`src/rtl/router_sync_nport_pkg.sv`:
```
// Purpose: constants and helpers shared by the router synchroniser files.
// Latency: none. This file holds declarations only.
// Backpressure: none. This file holds declarations only.
// Contents: ROUTER_NUM_PORTS, ROUTER_SFT_TIMEOUT, addr_width().
package router_pkg;

  localparam int ROUTER_NUM_PORTS   = 3;
  localparam int ROUTER_SFT_TIMEOUT = 30;

  // The address register is never narrower than one bit, even for tiny port counts.
  function automatic int addr_width(input int n);
    return (n <= 2) ? 1 : $clog2(n);
  endfunction

endpackage

```
`src/rtl/router_sync_nport_if.sv`:
```
// Purpose: groups the handshake, address and flag signals between the router FSM/FIFOs and the synchroniser.
// Latency: none. The interface holds wires only.
// Backpressure: FIFO full and empty flags pass through this interface. The interface itself does not stall.
// Ports: the slave modport is the synchroniser side, and the master modport is the FSM/FIFO side.
interface router_sync_nport_if
  import router_pkg::*;
#(
  parameter int NUM_PORTS = ROUTER_NUM_PORTS,
  parameter int ADDR_W    = addr_width(NUM_PORTS)
);

  logic                 detect_addr;
  logic                 wr_enb_reg;
  logic [ADDR_W-1:0]    din;
  logic [NUM_PORTS-1:0] rd_enb;
  logic [NUM_PORTS-1:0] empty;
  logic [NUM_PORTS-1:0] full;
  logic [NUM_PORTS-1:0] wr_enb;
  logic                 fifo_full;
  logic [NUM_PORTS-1:0] vld_out;
  logic [NUM_PORTS-1:0] sft_rst;
  logic                 addr_err;

  modport slave (
    input  detect_addr, wr_enb_reg, din, rd_enb, empty, full,
    output wr_enb, fifo_full, vld_out, sft_rst, addr_err
  );

  modport master (
    output detect_addr, wr_enb_reg, din, rd_enb, empty, full,
    input  wr_enb, fifo_full, vld_out, sft_rst, addr_err
  );

endinterface

```
`src/rtl/router_sync_timer.sv`:
```
// Purpose: provides the stall timer for one output port and issues a one-cycle soft-reset pulse.
// Latency: the pulse rises on the TIMEOUT-th consecutive stalled edge.
// Backpressure: the reader's rd deassertion is the stall condition. The timer never stalls anything.
// Ports: clk, rstn (async active-low), vld (data waiting), rd (reader pops), sft_rst (pulse out).
module router_sync_timer #(
  parameter int TIMEOUT = 30,
  parameter int CNT_W   = $clog2(TIMEOUT)
) (
  input  logic clk,
  input  logic rstn,
  input  logic vld,
  input  logic rd,
  output logic sft_rst
);

  localparam logic [CNT_W-1:0] CNT_MAX = CNT_W'(TIMEOUT - 1);

  logic [CNT_W-1:0] r_cnt;
  logic             r_sft_rst;
  logic             w_stall;

  assign w_stall = vld & ~rd;

  // The pulse cycle is handled first, so it never counts as a stalled edge.
  // As a result, back-to-back pulses are spaced TIMEOUT+1 edges apart.
  always_ff @(posedge clk or negedge rstn) begin
    if (!rstn) begin
      r_cnt     <= '0;
      r_sft_rst <= 1'b0;
    end else if (r_sft_rst) begin
      r_cnt     <= '0;
      r_sft_rst <= 1'b0;
    end else if (!w_stall) begin
      r_cnt     <= '0;
    end else if (r_cnt == CNT_MAX) begin
      r_cnt     <= '0;
      r_sft_rst <= 1'b1;
    end else begin
      r_cnt     <= r_cnt + 1'b1;
    end
  end

  assign sft_rst = r_sft_rst;

endmodule

```
`src/rtl/router_sync_nport.sv`:
```
// Purpose: latches the packet address, steers the FIFO write enable, and raises per-port valid and timeout soft resets.
// Latency: the address is registered. Steering, fifo_full and vld_out are combinational from it.
// Backpressure: fifo_full reflects the addressed FIFO. Writes to an out-of-range address are dropped.
// Ports: clk, rstn (async active-low), and bus (router_sync_nport_if.slave).
module router_sync_nport
  import router_pkg::*;
#(
  parameter int NUM_PORTS = ROUTER_NUM_PORTS,
  parameter int TIMEOUT   = ROUTER_SFT_TIMEOUT
) (
  input  logic                   clk,
  input  logic                   rstn,
  router_sync_nport_if.slave     bus
);

  localparam int ADDR_W = addr_width(NUM_PORTS);
  localparam int CNT_W  = $clog2(TIMEOUT);

  logic [ADDR_W-1:0]    r_addr_q;
  logic                 r_addr_valid;
  logic                 r_addr_err;
  logic                 w_din_ok;
  logic [NUM_PORTS-1:0] w_sel;
  logic [NUM_PORTS-1:0] w_vld;
  logic [NUM_PORTS-1:0] w_sft_rst;

  // With a power-of-two port count, every din value is in range, so this reduces to constant 1.
  assign w_din_ok = (int'(bus.din) < NUM_PORTS);

  always_ff @(posedge clk or negedge rstn) begin
    if (!rstn) begin
      r_addr_q     <= '0;
      r_addr_valid <= 1'b0;
      r_addr_err   <= 1'b0;
    end else if (bus.detect_addr) begin
      r_addr_q     <= bus.din;
      r_addr_valid <= w_din_ok;
      r_addr_err   <= ~w_din_ok;
    end
  end

  // The select decode is one-hot or zero. An invalid latched address selects nothing.
  // That blocks writes and masks fifo_full without indexing past the full vector.
  always_comb begin
    w_sel = '0;
    for (int i = 0; i < NUM_PORTS; i++) begin
      w_sel[i] = r_addr_valid & (int'(r_addr_q) == i);
    end
  end

  assign bus.wr_enb    = bus.wr_enb_reg ? w_sel : '0;
  assign bus.fifo_full = |(w_sel & bus.full);
  assign bus.addr_err  = r_addr_err;

  assign w_vld       = ~bus.empty;
  assign bus.vld_out = w_vld;

  for (genvar g = 0; g < NUM_PORTS; g++) begin : g_port
    router_sync_timer #(
      .TIMEOUT (TIMEOUT),
      .CNT_W   (CNT_W)
    ) u_timer (
      .clk     (clk),
      .rstn    (rstn),
      .vld     (w_vld[g]),
      .rd      (bus.rd_enb[g]),
      .sft_rst (w_sft_rst[g])
    );
  end

  assign bus.sft_rst = w_sft_rst;

endmodule

```
`src/flat_wrapper.sv`:
```
// flat-port wrapper written by rule: the top's interface ports become plain ports
module router_sync_nport_flat import router_pkg::*;
#(
  parameter int NUM_PORTS = ROUTER_NUM_PORTS,
  parameter int TIMEOUT   = ROUTER_SFT_TIMEOUT
)
  (clk, rstn, bus_detect_addr, bus_wr_enb_reg, bus_din, bus_rd_enb, bus_empty, bus_full, bus_wr_enb, bus_fifo_full, bus_vld_out, bus_sft_rst, bus_addr_err);
  router_sync_nport_if #(.NUM_PORTS(NUM_PORTS)) bus_i ();
  input  logic clk;
  input  logic rstn;
  input wire logic [$bits(bus_i.detect_addr)-1:0] bus_detect_addr;
  input wire logic [$bits(bus_i.wr_enb_reg)-1:0] bus_wr_enb_reg;
  input wire logic [$bits(bus_i.din)-1:0] bus_din;
  input wire logic [$bits(bus_i.rd_enb)-1:0] bus_rd_enb;
  input wire logic [$bits(bus_i.empty)-1:0] bus_empty;
  input wire logic [$bits(bus_i.full)-1:0] bus_full;
  output wire logic [$bits(bus_i.wr_enb)-1:0] bus_wr_enb;
  output wire logic [$bits(bus_i.fifo_full)-1:0] bus_fifo_full;
  output wire logic [$bits(bus_i.vld_out)-1:0] bus_vld_out;
  output wire logic [$bits(bus_i.sft_rst)-1:0] bus_sft_rst;
  output wire logic [$bits(bus_i.addr_err)-1:0] bus_addr_err;
  assign bus_i.detect_addr = bus_detect_addr;
  assign bus_i.wr_enb_reg = bus_wr_enb_reg;
  assign bus_i.din = bus_din;
  assign bus_i.rd_enb = bus_rd_enb;
  assign bus_i.empty = bus_empty;
  assign bus_i.full = bus_full;
  assign bus_wr_enb = bus_i.wr_enb;
  assign bus_fifo_full = bus_i.fifo_full;
  assign bus_vld_out = bus_i.vld_out;
  assign bus_sft_rst = bus_i.sft_rst;
  assign bus_addr_err = bus_i.addr_err;
  router_sync_nport #(.NUM_PORTS(NUM_PORTS), .TIMEOUT(TIMEOUT)) u_core (.clk(clk), .rstn(rstn), .bus(bus_i));
endmodule
```
`config.mk`:
```
export PLATFORM = sky130hd
export DESIGN_NAME = router_sync_nport_flat
export DESIGN_NICKNAME = d
export VERILOG_FILES = /design/src/rtl/router_sync_nport_pkg.sv /design/src/rtl/router_sync_nport_if.sv /design/src/rtl/router_sync_timer.sv /design/src/rtl/router_sync_nport.sv /design/src/flat_wrapper.sv
export SDC_FILE = /design/constraint.sdc
export NUM_CORES = 1
export LEC_CHECK = 0
export ABC_AREA = 1
export CAP_MARGIN = 0
export CELL_PAD_IN_SITES_DETAIL_PLACEMENT = 1
export CELL_PAD_IN_SITES_GLOBAL_PLACEMENT = 1
export CORE_MARGIN = 5
export CORE_UTILIZATION = 40
export CTS_CLUSTER_SIZE = 24
export DETAILED_ROUTE_END_ITERATION = 12
export PLACE_DENSITY = 0.87
export SETUP_SLACK_MARGIN = 0.15
export SLEW_MARGIN = 20
export SYNTH_ARGS = -nofsm -noshare
export SYNTH_HDL_FRONTEND = slang
export SYNTH_HIERARCHICAL = 1
export SYNTH_SLANG_ARGS = --single-unit
```
`constraint.sdc`:
```
create_clock -name clk -period 2.5 [get_ports clk]
set_input_delay 0.25 -clock clk [delete_from_list [all_inputs] [get_ports clk]]
set_output_delay 0.25 -clock clk [all_outputs]
set_load 0.01 [all_outputs]
```
After elaboration in Yosys (flattened, before gate mapping)

Cells that the tools add are included.

Bits of input ports: 15
Flip-flop bits (word level): 22
Output and inout port bits: 11
Logic and storage cells: 51

Muxes and demuxes: 19
Eq/ne operators: 5
Magnitude comparators: 1
Reduce and logical (&&, ||, !) cells: 2
$add $sub $neg: 3
Bitwise logic cells: 12

Operators by type and width:

| cell                                         | number |
|---|---|
| 2-to-1 mux 5 bit                             | 9 |
| adder 5 x 1 -> 5 bit (second input constant) | 3 |
| == test 5 bit (second input constant)        | 3 |
| 2-to-1 mux 1 bit                             | 9 |
| bitwise AND 1 bit                            | 6 |
| == test 2 bit (second input constant)        | 2 |
| inverter 1 bit                               | 4 |
| bitwise AND 3 bit                            | 1 |
| 2-to-1 mux 3 bit                             | 1 |
| inverter 3 bit                               | 1 |
| OR reduction 3 bit                           | 1 |
| logical NOT 2 bit                            | 1 |
| < comparator 2 bit (second input constant)   | 1 |

Logic depth before layout (Yosys ltp)

Word-level depth: 4
Gate-level depth with buffers: 7
Mapped depth without buffers: 7

By module

Netlist, hierarchy kept.

By module, submodules not included:

| module            | cells each | times used | area an instance (µm²) | sequential area each (µm²) |
|---|---|---|---|---|
| router_sync_timer | 34         | 3          | 336.6                  | 150.1 |
| router_sync_nport | 29         | 1          | 212.7                  | 100.1 |

Worst setup path after synthesis

OpenSTA, ideal clock, no wires.

Path kind: register -> register
Start: reg u_core.g_port[0].u_timer.r_cnt[0]
End: reg u_core.g_port[0].u_timer.r_cnt[3]
Slack: 1.489 ns
Library setup time: 0.069 ns
Data required time: 2.431 ns
Arrival: 0.943 ns
Period minus slack after synthesis: 1.011 ns
Cell stages (with the launch flop): 7
Buffers on the path: 0
Path through: dfrtp_1 ha_1 nand2_1 inv_2 nand2_4 nand2_4 nor2_2

Longest elaborated chain between the ends: 4
Elaborated cells on any way between the ends: 5
Those cells by class: add/sub (1); eq/ne (1); mux (3)

Ends and longest elaborated chain:

| what                                                  | RTL line                                         | source |
|---|---|---|
| start: declaration                                    | router_sync_timer.sv:18                          | `logic [CNT_W-1:0] r_cnt;` |
| start signal: assignment                              | router_sync_timer.sv:39                          | `r_cnt <= r_cnt + 1'b1;` |
| adder 5 x 1 -> 5 bit or == test 5 bit (tied branches) | router_sync_timer.sv:39, router_sync_timer.sv:35 |  |
| 2-to-1 mux 5 bit (*)                                  | router_sync_timer.sv:35                          | `end else if (r_cnt == CNT_MAX) begin` |
| 2-to-1 mux 5 bit (*)                                  | router_sync_timer.sv:33                          | `end else if (!w_stall) begin` |
| 2-to-1 mux 5 bit (*)                                  | router_sync_timer.sv:30                          | `end else if (r_sft_rst) begin` |

Every way passes the cells marked *; elsewhere a longest branch is shown, timed or not.
A chain may end at the register's enable or synchronous reset.

Final worst setup path

Start: reg u_core.r_addr_q[0]
End: out bus_fifo_full

Longest elaborated chain between the ends: 4
Elaborated cells on any way between the ends: 8
Those cells by class: eq/ne (2); bitwise (4); reduce/logical (2)

Ends and longest elaborated chain:

| what                                               | RTL line                | source |
|---|---|---|
| start: declaration                                 | router_sync_nport.sv:19 | `logic [ADDR_W-1:0] r_addr_q;` |
| start signal: assignment                           | router_sync_nport.sv:36 | `r_addr_q <= bus.din;` |
| == test 2 bit or logical NOT 2 bit (tied branches) | router_sync_nport.sv:47 | `w_sel[i] = r_addr_valid & (int'(r_addr_q) == i);` |
| bitwise AND 1 bit                                  | router_sync_nport.sv:47 |  |
| bitwise AND 3 bit (*)                              | router_sync_nport.sv:52 | `assign bus.fifo_full = \|(w_sel & bus.full);` |
| OR reduction 3 bit (*)                             | router_sync_nport.sv:52 |  |
| end: declaration                                   | flat_wrapper.sv:18      | `output wire logic [$bits(bus_i.fifo_full)-1:0] bus_fifo_full;` |

Marked as above.

==> impl_summary.log <==
INFO  metric layout.filler_cells = 353
INFO  metric boundary_pins = 26
INFO  metric global_route.overflow_total = 0
INFO  metric worst_hold_path_type = input port to asynchronous set/reset pin
INFO  metric worst_ir_drop_vdd = 0.227 mV
INFO  metric synth_fp_nets = 152
INFO  metric worst-setup-path-type = flip-flop to output port
INFO  metric final_hold_viol_count = 0
INFO  metric period_needed = 1840 ps
INFO  metric detail_route.iter0.violations = 43
INFO  metric totalWireLength = 2570 um
INFO  metric synth_xor_xnor_area_share = 0.0215
INFO  metric ys_types = 17
INFO  metric detail_route.first_pass.iterations = 4
INFO  metric register_area_share_after_synthesis = 0.450
INFO  metric syn-instance-count = 131
INFO  metric grt_max_degree = 23
INFO  metric detailroute.wirelength.met3 = 102 um
INFO  metric dp_hpwl = 2090 um
INFO  metric cp_data_arrival_time = 1590 ps
INFO  metric crit_path_max_incr_delay = 540 ps
INFO  metric outcome = finished, final reports clean
INFO  metric n_antenna_cell = 0
INFO  metric clock_path_buffers = 2
INFO  metric multi_input_comb_area = 589 sq um
INFO  metric grt_pass1_wl = 4370 um
INFO  metric layout-drive-gt1-share = 0.273
INFO  metric timing.final.max_slew_violations = 0
INFO  metric r2r.worst_path.cells = 5
INFO  metric die-area = 4260 sq um
INFO  metric finalSetupViolations = 0
INFO  metric headroom_to_the_max_slew_limit = 0.809
INFO  metric drc = 0
INFO  metric yosys_warnings = 6
INFO  metric grt_setup_unrepaired = false
INFO  metric grt_antenna_before_repair = 0
INFO  metric numCtsBuffers = 3
INFO  metric worst_setup_path_start_kind = flip-flop
INFO  metric initial_utilization = 0.407
INFO  metric fraction_of_synthesized_cell_area_taken_by_the_top_area_cell_type = 0.450
INFO  metric fin_nets = 183
INFO  metric clockRootBuffer = sky130_fd_sc_hd__clkbuf_4
INFO  metric routedWlPerCell = 13.2 um
INFO  metric grt_usage = 0.132
INFO  metric worst-slew-pin-transition = 287 ps
INFO  metric syn_area_per_cell = 9.33 sq um
INFO  metric timing.setup.tns = 0 ps
INFO  metric drv_cap = 0
INFO  metric gp_routability_congestion = 0.728
INFO  metric most-common-layout-cells = sky130_fd_sc_hd__clkdlybuf4s50_1 (25), sky130_fd_sc_hd__dfrtp_1 (22), sky130_fd_sc_hd__nand2_1 (21)
INFO  metric yosys.area.top_type = sky130_fd_sc_hd__dfrtp_1
INFO  metric mostFrequentLayoutCell = sky130_fd_sc_hd__clkdlybuf4s50_1
INFO  metric synth-simple-area-share = 0.353
INFO  metric highest_layer = met4
INFO  metric placedInstanceArea = 1520 sq um
INFO  metric synth-seq-cells = 22
INFO  metric vias_per_cell = 4.85
INFO  metric synthesis.area = 1220 sq um
INFO  metric cp_cell_sequence = nor2_1, nand3_1, nand3_1, clkdlybuf4s50_1
INFO  metric htree_levels = 1
INFO  metric critPathMaxFanout = 4
INFO  metric lkg_pwr = 0.770 nW
INFO  metric synthAdderAreaFrac = 0.0614
INFO  metric fp.dieH = 65.3 um
INFO  metric max_freq = 543 MHz
INFO  metric die_width = 65.3 um
INFO  metric layout_worst_path_cycle_share = 0.737
INFO  metric number_of_buffers_inserted_by_port_buffering = 25
INFO  metric synth_top_family_by_area = simple AND/OR/NAND/NOR gates
INFO  metric clkLatencyLatePin = 300 ps
INFO  metric tritoncts = built
INFO  metric coreArea = 3000 sq um
INFO  metric crit_top_cell = sky130_fd_sc_hd__nand3_1
INFO  metric wl_met2 = 1420 um
INFO  metric placementRows = 20
INFO  metric regArea = 551 sq um
INFO  metric timing.clock.skew = 1.84 ps
INFO  metric cts.clk_slew.worst_paths = 120 ps
INFO  metric worstPathRequired = 2250 ps
INFO  metric layout.cell_area.non_filler = 1570 sq um
INFO  metric grt_pass1_vias = 1057
INFO  metric synth_mux_area_frac = 0
INFO  metric synth-compound-area-share = 0.0461
INFO  metric crit_slowest_cell = sky130_fd_sc_hd__clkdlybuf4s50_1
INFO  metric route.antenna.remaining_nets = 0
INFO  metric critical_path.endpoint_type = output port
INFO  metric cts.repair.resized = 0
INFO  metric dr_total_vias = 940
INFO  metric cts_setup_buffers = 0
INFO  metric cellPowerDensity = 473 nW/um^2
INFO  metric syn2layout_area_growth = 28.8%
INFO  metric pre_cts_ws = 801 ps
INFO  metric clock_sink_count = 22
INFO  metric cts.hold.buffers_added = 0
INFO  metric timing.reg2reg.setup_slack = 1360 ps
INFO  metric ranking_of_synthesized_cells_by_area = sky130_fd_sc_hd__dfrtp_1 (45%), sky130_fd_sc_hd__nor2_2 (7.7%), sky130_fd_sc_hd__nand2_1 (6.4%)
INFO  metric met1_length = 980 um
INFO  metric postLayoutSetupSlackWorst = 657 ps
## power breakdown
group	leakage [nW]	switching, mW	total, mW	internal (mW)
logic	0.446	0.0479	0.0991	0.0512
registers	0.296	0.0117	0.377	0.366
clock network	0.0279	0.106	0.268	0.162
## path summary, 6_finish.rpt
path,startpoint,to
setup / recovery,u_core/r_addr_q[0]$_DFFE_PN0P_,bus_fifo_full
hold / removal,rstn,u_core/g_port[1].u_timer/r_cnt[2]$_DFF_PN0_
setup reg to reg,u_core/g_port[0].u_timer/r_cnt[0]$_DFF_PN0_,u_core/g_port[0].u_timer/r_cnt[4]$_DFF_PN0_
hold reg to reg,u_core/g_port[2].u_timer/sft_rst$_DFF_PN0_,u_core/g_port[2].u_timer/sft_rst$_DFF_PN0_
max in group asynchronous,rstn,u_core/g_port[0].u_timer/sft_rst$_DFF_PN0_
min in group clk,u_core/g_port[2].u_timer/sft_rst$_DFF_PN0_,u_core/g_port[2].u_timer/sft_rst$_DFF_PN0_
## critical path, delay by kind of cell, from the launching register on
family	cells	cell delay, ps
buf+inv	1	540
simple gates	3	320
flops	1	430
## synth_stat cells
cell type and count:
sky130_fd_sc_hd__inv_2 6, sky130_fd_sc_hd__o21ai_0 3, sky130_fd_sc_hd__nor3_2 3, sky130_fd_sc_hd__dfrtp_1 22
sky130_fd_sc_hd__inv_1 16, sky130_fd_sc_hd__nand2_4 6, sky130_fd_sc_hd__nand3_2 3, sky130_fd_sc_hd__nand4_1 5
sky130_fd_sc_hd__nand3_1 8, sky130_fd_sc_hd__nand2_1 21, sky130_fd_sc_hd__xnor2_1 3, sky130_fd_sc_hd__o21bai_2 3
sky130_fd_sc_hd__nor2_1 7, sky130_fd_sc_hd__nor2_2 15, sky130_fd_sc_hd__ha_1 6, sky130_fd_sc_hd__o21a_1 1
sky130_fd_sc_hd__nor2_4 3
## layout make-up
cell class                 instances  area share
sequential                        22       0.350
timing repair buffer              26       0.164
clock inverter                     1      0.0191
clock buffer                       3      0.0143
tap                               33      0.0262
multi-input combinational         87       0.374
inverter                          22      0.0525
## sequential cells by signal (all words and copies together) (netlist names)
signal,count
u_core/bus.addr_err,1
u_core/g_port.u_timer/r_cnt,15
u_core/r_addr_valid,1
u_core/r_addr_q,2
u_core/g_port.u_timer/sft_rst,3
## metrics by stage
stage | hold WS [ps] | power [mW] | instances | util
floorplan | -45.6 | 0.424 | 131 | -
global placement | 501 | 0.479 | 190 | 0.507
detailed placement | 507 | 0.486 | 190 | 0.507
CTS | 274 | 0.763 | 194 | 0.524
global route | 280 | 0.791 | 194 | 0.524
finish | 277 | 0.745 | 194 | 0.524
## cells by family after synthesis
family                   count (synthesis)
adder cells (fa/ha/maj)                  6
AND/OR/NAND/NOR                         71
buffers and inverters                   22
flip-flops                              22
AO/OA/AOI/OAI                            7
XOR/XNOR                                 3
## per-layer routing
layer / up-vias / track usage
met4: 0 / 0.0622
met1: 445 / 0.128
met3: 6 / 0.0222
met5: - / 0
li1: 470 / -
met2: 19 / 0.263
Note: power is estimated with default switching activity, not from simulation.
